--- config.mk ---
export PLATFORM = sky130hd
export DESIGN_NAME = alu_pack_seq
export DESIGN_NICKNAME = d
export VERILOG_FILES = /design/src/rtl/alu_pack_seq.sv
export SDC_FILE = /design/constraint.sdc
export NUM_CORES = 1
export LEC_CHECK = 0
export ABC_AREA = 1
export BUFFER_PORTS_ARGS = -buffer_cell sky130_fd_sc_hd__buf_2
export CAP_MARGIN = 20
export CORE_MARGIN = 5
export CORE_UTILIZATION = 55
export DETAILED_ROUTE_END_ITERATION = 7
export GPL_ROUTABILITY_DRIVEN = 0
export PLACE_DENSITY = 0.78
export SLEW_MARGIN = 10
export SYNTH_ARGS = -nofsm -noshare
export SYNTH_HDL_FRONTEND = slang
export SYNTH_SLANG_ARGS = --single-unit
--- constraint.sdc ---
create_clock -name clk -period 1.9 [get_ports clk]
set_input_delay 0.095 -clock clk [delete_from_list [all_inputs] [get_ports clk]]
set_output_delay 0.095 -clock clk [all_outputs]
set_load 0.005 [all_outputs]
--- src/rtl/alu_pack_seq.sv ---
// Registered add/sub/and/shift-add multiply ALU with valid/ready ports.
// Optional zero/carry flag outputs are enabled by defining ALU_FLAGS_EN.
module alu_pack_seq #(
    parameter int WIDTH = 2
) (
    input  logic               clk,
    input  logic               rst_n,
    input  logic               in_valid,
    output logic               in_ready,
    input  logic [WIDTH-1:0]   a,
    input  logic [WIDTH-1:0]   b,
    input  logic               cin,
    input  logic [1:0]         select,
    output logic               out_valid,
    input  logic               out_ready,
    output logic [2*WIDTH-1:0] out,
`ifdef ALU_FLAGS_EN
    output logic               zero,
    output logic               carry,
`endif
    output logic               busy
);

    localparam int RW = 2 * WIDTH;
    localparam int CW = $clog2(WIDTH + 1);

    typedef enum logic [1:0] {
        IDLE = 2'd0,
        MUL  = 2'd1,
        DONE = 2'd2
    } state_t;

    state_t state, state_nx;

    logic [WIDTH-1:0] a_reg;
    logic [WIDTH-1:0] b_reg;
    logic [CW-1:0]    cnt;
    logic [RW-1:0]    acc;
    logic [RW-1:0]    out_r;

    logic             accept;
    logic             mul_last;
    logic [RW-1:0]    add_res;
    logic [RW-1:0]    sub_res;
    logic [RW-1:0]    and_res;
    logic [RW-1:0]    quick_res;
    logic [WIDTH-1:0] b_sh;
    logic [RW-1:0]    partial;

    assign accept   = in_valid && (state == IDLE);
    assign mul_last = (cnt == CW'(WIDTH));
    assign out      = out_r;

    // Single-cycle results computed straight from the port operands
    always_comb begin
        add_res   = RW'(a) + RW'(b) + RW'(cin);
        sub_res   = RW'(a) - RW'(b) - RW'(cin);
        and_res   = RW'(a & b);
        quick_res = '0;
        unique case (select)
            2'b00:   quick_res = add_res;
            2'b01:   quick_res = sub_res;
            2'b10:   quick_res = and_res;
            default: quick_res = '0;
        endcase
    end

    // Shift-add partial product for the current multiplier bit
    always_comb begin
        b_sh    = b_reg >> cnt;
        partial = '0;
        if (b_sh[0]) begin
            partial = RW'(a_reg) << cnt;
        end
    end

    // Next-state and handshake outputs
    always_comb begin
        state_nx  = state;
        in_ready  = 1'b0;
        out_valid = 1'b0;
        busy      = 1'b0;
        unique case (state)
            IDLE: begin
                in_ready = 1'b1;
                if (in_valid) begin
                    state_nx = (select == 2'b11) ? MUL : DONE;
                end
            end
            MUL: begin
                busy = 1'b1;
                if (mul_last) begin
                    state_nx = DONE;
                end
            end
            DONE: begin
                busy      = 1'b1;
                out_valid = 1'b1;
                if (out_ready) begin
                    state_nx = IDLE;
                end
            end
            default: state_nx = IDLE;
        endcase
    end

    // State register, operand capture, multiplier datapath and result
    always_ff @(posedge clk or negedge rst_n) begin
        if (!rst_n) begin
            state <= IDLE;
            a_reg <= '0;
            b_reg <= '0;
            cnt   <= '0;
            acc   <= '0;
            out_r <= '0;
        end else begin
            state <= state_nx;
            if (accept) begin
                a_reg <= a;
                b_reg <= b;
                cnt   <= '0;
                acc   <= '0;
                if (select != 2'b11) begin
                    out_r <= quick_res;
                end
            end else if (state == MUL) begin
                if (mul_last) begin
                    out_r <= acc;
                end else begin
                    acc <= acc + partial;
                    cnt <= cnt + 1'b1;
                end
            end
        end
    end

`ifdef ALU_FLAGS_EN
    logic         zero_r;
    logic         carry_r;
    logic         add_c;
    logic         sub_b;
    logic [WIDTH:0] b_cin;

    assign add_c = add_res[WIDTH];
    assign b_cin = {1'b0, b} + (WIDTH + 1)'(cin);
    assign sub_b = ({1'b0, a} < b_cin);
    assign zero  = zero_r;
    assign carry = carry_r;

    // Flags are registered alongside the result they describe
    always_ff @(posedge clk or negedge rst_n) begin
        if (!rst_n) begin
            zero_r  <= 1'b0;
            carry_r <= 1'b0;
        end else if (accept && (select != 2'b11)) begin
            zero_r  <= (quick_res == '0);
            carry_r <= (select == 2'b00) ? add_c :
                       (select == 2'b01) ? sub_b : 1'b0;
        end else if ((state == MUL) && mul_last) begin
            zero_r  <= (acc == '0);
            carry_r <= 1'b0;
        end
    end
`endif

endmodule
==> results of run 1 <==
==> worst max-delay path by stage <==
stage	start	endpoint	slack, ns	depth (start not counted)
5_1_grt	cnt[0]	acc[1]	0.05	8
6_report	cnt[0]	acc[1]	0.20	8
3_5_place_dp	cnt[0]	acc[1]	0.05	8
3_3_place_gp	a[0]	out[2]	0.14	10
2_1_floorplan	cnt[0]	acc[1]	0.28	8
4_1_cts	cnt[0]	acc[1]	0.05	8
==> cell usage in the layout (no fill, tap or decap), types with 2 or more instances in the layout <==
| cell type | n |
|---|---|
| a21oi_1 | 7 |
| inv_1 | 18 |
| o21ai_1 | 7 |
| buf_2 | 17 |
| nand2_1 | 27 |
| o21ai_0 | 7 |
| fa_1 | 4 |
| nand2_2 | 2 |
| inv_2 | 5 |
| ha_1 | 12 |
| dfrtp_1 | 16 |
| clkbuf_4 | 3 |
| nand3_1 | 13 |
| nor2_1 | 8 |
==> power by group through the flow <==
stage	clock, W	combinational (W)	sequential, W
after floorplan	0	0.000616	0.000570
after global placement	0	0.000814	0.000590
after detailed placement	0	0.000849	0.000596
after CTS	0.000179	0.000856	0.000588
after global routing	0.000197	0.000982	0.000612
final	0.000174	0.000857	0.000590
==> metrics by stage <==
step | util, % | setup WS [ns] | area [um^2] | std cells
CTS | 65.3 | 0.0488 | 1280 | 186
global route | 65.5 | 0.0488 | 1280 | 186
finish | 65.5 | 0.195 | 1280 | 186
detailed placement | 63.6 | 0.0503 | 1250 | 182
global placement | 63.6 | 0.140 | 1250 | 182
floorplan | - | 0.283 | 1140 | 140
==> tightest hold or removal path: cells and delay by family <==
kind                   cells  cell delay [ns]
buffers and inverters      1             0.13
AOI/OAI and AO/OA          1             0.06
and+or+nand+nor            1             0.09
==> final cells by class <==
type | instances | area [um^2]
inverters | 23 | 86.3
flip-flops and latches | 16 | 400
multi-input cells | 99 | 647
fillers | 178 | 677
repair buffers | 18 | 95.1
well taps | 27 | 33.8
clock buffers | 3 | 22.5
==> layer usage <==
metal,vias to the layer above,GRT usage [%]
li1,492,-
met1,446,21.2
met2,14,28.0
met3,4,0.932
met4,0,7.29
met5,-,0
==> cell families after synthesis <==
logic type      synth area share, %
compound gates                 11.4
simple gates                   24.0
buf+inv                        8.45
fa+ha+maj                      20.2
flops                          35.1
xor+xnor                      0.769
==> timing repair <==
action | in CTS | in global routing
endpoints found under the setup margin | 0 | 2
hold buffers | 1 | 0
endpoints found under the hold margin | 16 | 0
resized for setup | 0 | 2
setup buffers | 0 | 0
==> out/qor.yml, run 1 <==
clock_tree:
  path_clk_slew_ns: 0.09
  clockBufferDepth: 2
  htreeDepth: 1
  cts_tree: "yes"
  cts_root_buf: "clkbuf_4"
  clk_latency_ns: 0.28
  cts_buffers: 3
  clkSinkCount: 16
worst_hold_path:
  whs_endpoint: "state[0]"
  min_path_cells: 3
  hold_class: "in2reg"
  min_from: "select[0]"
layout:
  final_layout_size_suffix_gt1_share_pct: 20.8
  antenna_cells: 0
  nets: 188
  syn2layout_area_growth_pct: 12.7
power_and_ir_drop:
  combPwrFrac_pct: 52.9
  peakVddDrop_v: 0.000913
  switching_share_pct: 44.8
  clkPwrFrac_pct: 10.7
  power.share.sequential_pct: 36.4
  p_sw_w: 0.000727
  power.leakage_nw: 0.697
  p_int_w: 0.000894
  fin_total_pwr_w: 0.00162
  power_density_nw_per_um2: 1260
worst_setup_path:
  end_kind: "register"
  reg2reg_from: "cnt[0]"
  worstPathArrival_ns: 1.88
  slowest_delay_ns: 0.46
  path_buf_inv: 1
  path_cells: "inv_2, nor2_1, nor2_1, o21ai_0, a21oi_2, fa_1, nand3_1, o21ai_0"
  cp-start-kind: "register"
  crit_type: "reg2reg"
  cp_top_family: "adder cells"
  required_ns: 2.07
  r2r_slack_ns: 0.20
  cp_slowest_cell: "fa_1"
  reg2reg_to: "acc[1]"
  worst_r2r_path_depth: 8
  path_max_fanout: 6
timing:
  slew_viol_final: 0
  post-route-period-util_pct: 89.7
  tightest_slew_ns: 0.375
  relSlewSlack_pct: 75.0
  holdWs_ns: 0.127
  rsz0062_at_grt: "false"
  fin_skew_ns: 0.00974
  layout_min_cycle_time_ns: 1.70
  setup-tns-final_ns: 0
  setup_violations: 0
  max_freq_ghz: 0.587
  hold_viol_final: 0
route:
  dr_wl_met2_um: 1150
  drc_errors: 0
  viasPerCell: 5.14
  met1_length_um: 1030
  wl_met3_um: 46
  ant_nets: 0
  first_pass_iters: 4
  wirelength_um: 2260
  first_iter_violations: 25
  num_vias: 956
  wire_per_inst_um: 12.2
  topRoutingLayerUsed: "met4"
floorplanning:
  io_pins: 18
  die_h_um: 55.5
  fp.dieW_um: 55.5
  dieArea_um2: 3080
  fp.coreArea_um2: 1960
  floorplan.initialDensity_pct: 58.1
  rows: 16
logic_synthesis:
  yosysWarnings: 0
  synth.distinct_cells: 24
  synth_cells: 140
  syn-num-nets: 167
  yosys-top-cells-area: "dfrtp_1, ha_1, nand2_1, fa_1, inv_1"
  synth_area_um2: 1140
  ys.flop_type: "dfrtp_1"
  async_flop_share_pct: 100
  syn_avg_cell_area_um2: 8.14
  ys_top_cells_by_count: "nand2_1, inv_1, dfrtp_1, nand3_1, ha_1"
  synth_largest_area_cell: "dfrtp_1"
  synth_top_cell_area_share_pct: 35.1
  synth.most_common_cell: "nand2_1"
  ys_seq_elements: 16
  ys_seq_area_share_pct: 35.1
  synth-edff-count: 0
global_routing:
  overflow: 0
  grt_pass1_wl_um: 4120
  grt_pass1_vias: 943
  grt_max_degree: 19
  antenna_found_initial: 0
  grt.total_usage_pct: 16.4
flow_run:
  maxCapViolCount: 0
run_status:
  status: "completed"
placed_design:
  dp_hpwl_um: 1840
  io_buffers: 17
Note: power is estimated with default switching activity, not from simulation.
==> run 2, diff against run 1 <==
--- a/config.mk
+++ b/config.mk
@@ -14,3 +14,3 @@
 export GPL_ROUTABILITY_DRIVEN = 0
-export PLACE_DENSITY = 0.78
+export PLACE_DENSITY_LB_ADDON = 0.08
 export SLEW_MARGIN = 10
==> constraint.sdc (replaced) <==
create_clock -name clk -period 1.9 [get_ports clk]
set_input_delay 0.38 -clock clk [delete_from_list [all_inputs] [get_ports clk]]
set_output_delay 0.38 -clock clk [all_outputs]
set_load 0.005 [all_outputs]
==> out/qor.yml, run 2 (synthesis gave the netlist of run 1 again) <==
power_and_ir_drop:
  fin_total_pwr_w: 0.00169
  power.share.sequential_pct: 34.5
  power_density_nw_per_um2: 1260
  peakVddDrop_v: 0.000789
  p_sw_w: 0.000751
  clkPwrFrac_pct: 13.8
  p_int_w: 0.000942
  power.leakage_nw: 0.733
  switching_share_pct: 44.4
  combPwrFrac_pct: 51.7
worst_setup_path:
  r2r_slack_ns: 0.14
  required_ns: 2.07
  path_cells: "inv_2, nor2_1, nor2_1, o21ai_0, a21oi_2, fa_1, nand3_1, o21ai_0"
  cp-start-kind: "register"
  worstPathArrival_ns: 1.94
  path_max_fanout: 6
  end_kind: "register"
  slowest_delay_ns: 0.43
  crit_type: "reg2reg"
  cp_slowest_cell: "fa_1"
placed_design:
  dp_hpwl_um: 1960
  io_buffers: 17
  dp.cells: 188
  placed_area_um2: 1290
clock_tree:
  post_cts_buffers: 0
  cts_tree: "yes"
  cts_buffers: 3
  clk_latency_ns: 0.29
  clockBufferDepth: 2
  cts_root_buf: "clkbuf_4"
  path_clk_slew_ns: 0.10
  clkSinkCount: 16
  htreeDepth: 1
run_status:
  status: "completed"
global_routing:
  grt_max_degree: 19
  overflow: 0
  grt.total_usage_pct: 17.5
  antenna_found_initial: 0
  grt_pass1_vias: 1037
  grt_pass1_wl_um: 4420
layout:
  layout_common_cells: "nand2_1, inv_1, buf_2"
  final_cells: 193
  final_layout_size_suffix_gt1_share_pct: 24.1
  antenna_cells: 0
  layout_commonest_cell: "nand2_1"
  stdcell_area_um2: 1340
  nets: 194
  syn2layout_area_growth_pct: 17.9
timing:
  layout_min_cycle_time_ns: 1.76
  slew_viol_final: 0
  setup_violations: 0
  fin_skew_ns: 0.00278
  relSlewSlack_pct: 74.9
  holdWs_ns: 0.393
  tightest_slew_ns: 0.376
  hold_viol_final: 0
  post-route-period-util_pct: 92.7
  rsz0062_at_grt: "false"
  max_freq_ghz: 0.568
floorplanning:
  io_pins: 18
  die_h_um: 55.5
  fp.coreArea_um2: 1960
  fp.dieW_um: 55.5
  floorplan.initialDensity_pct: 58.1
  rows: 16
  dieArea_um2: 3080
worst_hold_path:
  hold_class: "in2reg"
route:
  ant_nets: 0
  wire_per_inst_um: 12.3
  first_pass_iters: 4
  first_iter_violations: 16
  drc_errors: 0
  num_vias: 994
  viasPerCell: 5.15
  wirelength_um: 2380
flow_run:
  maxCapViolCount: 0
## run 2: cell count changes in the layout (fill, tap and decap cells not counted)
cell | previous run | this run
buf_4 | 0 | 6
clkbuf_8 | 0 | 1
## run 2: layout make-up
cell class                 count  area (um^2)
clock buffer                   4         36.3
fill                         194          618
inverter                      23         86.3
multi-input combinational     99          647
sequential                    16          400
tap                           27         33.8
timing repair buffer          24          140
## run 2: critical path, delay by kind of cell, from the launching register on
kind                     cells  cell delay, ns
AO/OA/AOI/OAI                3            0.42
flip-flops                   1            0.42
buffers and inverters        1            0.12
AND/OR/NAND/NOR              3            0.25
adder cells (fa/ha/maj)      1            0.43
## run 2: stage by stage
stage / utilization [%] / setup WS [ns] / setup TNS (ns)
CTS: 68.3 / 0.0134 / 0
floorplan: - / 0.000384 / 0
global placement: 65.9 / -0.0879 / -0.160
global route: 68.5 / 0.0464 / 0
detailed placement: 65.9 / -0.176 / -0.259
finish: 68.5 / 0.138 / 0
## run 2: routing by layer
| layer | wire length [um] | track usage, % | vias up |
|---|---|---|---|
| met1 | 1040 | 22.4 | 471 |
| met2 | 1220 | 29.9 | 16 |
| li1 | - | - | 503 |
| met4 | 42 | 6.25 | 0 |
| met3 | 76 | 2.56 | 4 |
| met5 | 0 | 0 | - |
## run 2: path summary, 6_finish.rpt
check	from	to	cells past startpoint
worst max-delay path	cnt[0]	acc[1]	8
worst min-delay path	select[0]	state[0]	3
worst max register to register	cnt[0]	acc[1]	8
worst min register to register	out[3]	out[3]	2
max in group asynchronous	rst_n	a_reg[0]	2
min in group asynchronous	rst_n	state[1]	2
## run 2: what timing repair did
action / CTS / global route
hold buffers: 1 / 0
setup endpoints to repair: 0 / 2
resized for setup: 0 / 2
hold endpoints to repair: 16 / 0
## run 2: power by group through the flow
stage,logic (W),registers (W),clock network (W)
finish,0.000876,0.000585,0.000233
global route,0.00101,0.000607,0.000251
CTS,0.000879,0.000583,0.000236
detailed placement,0.000873,0.000590,0
global placement,0.000826,0.000584,0
floorplan,0.000616,0.000570,0
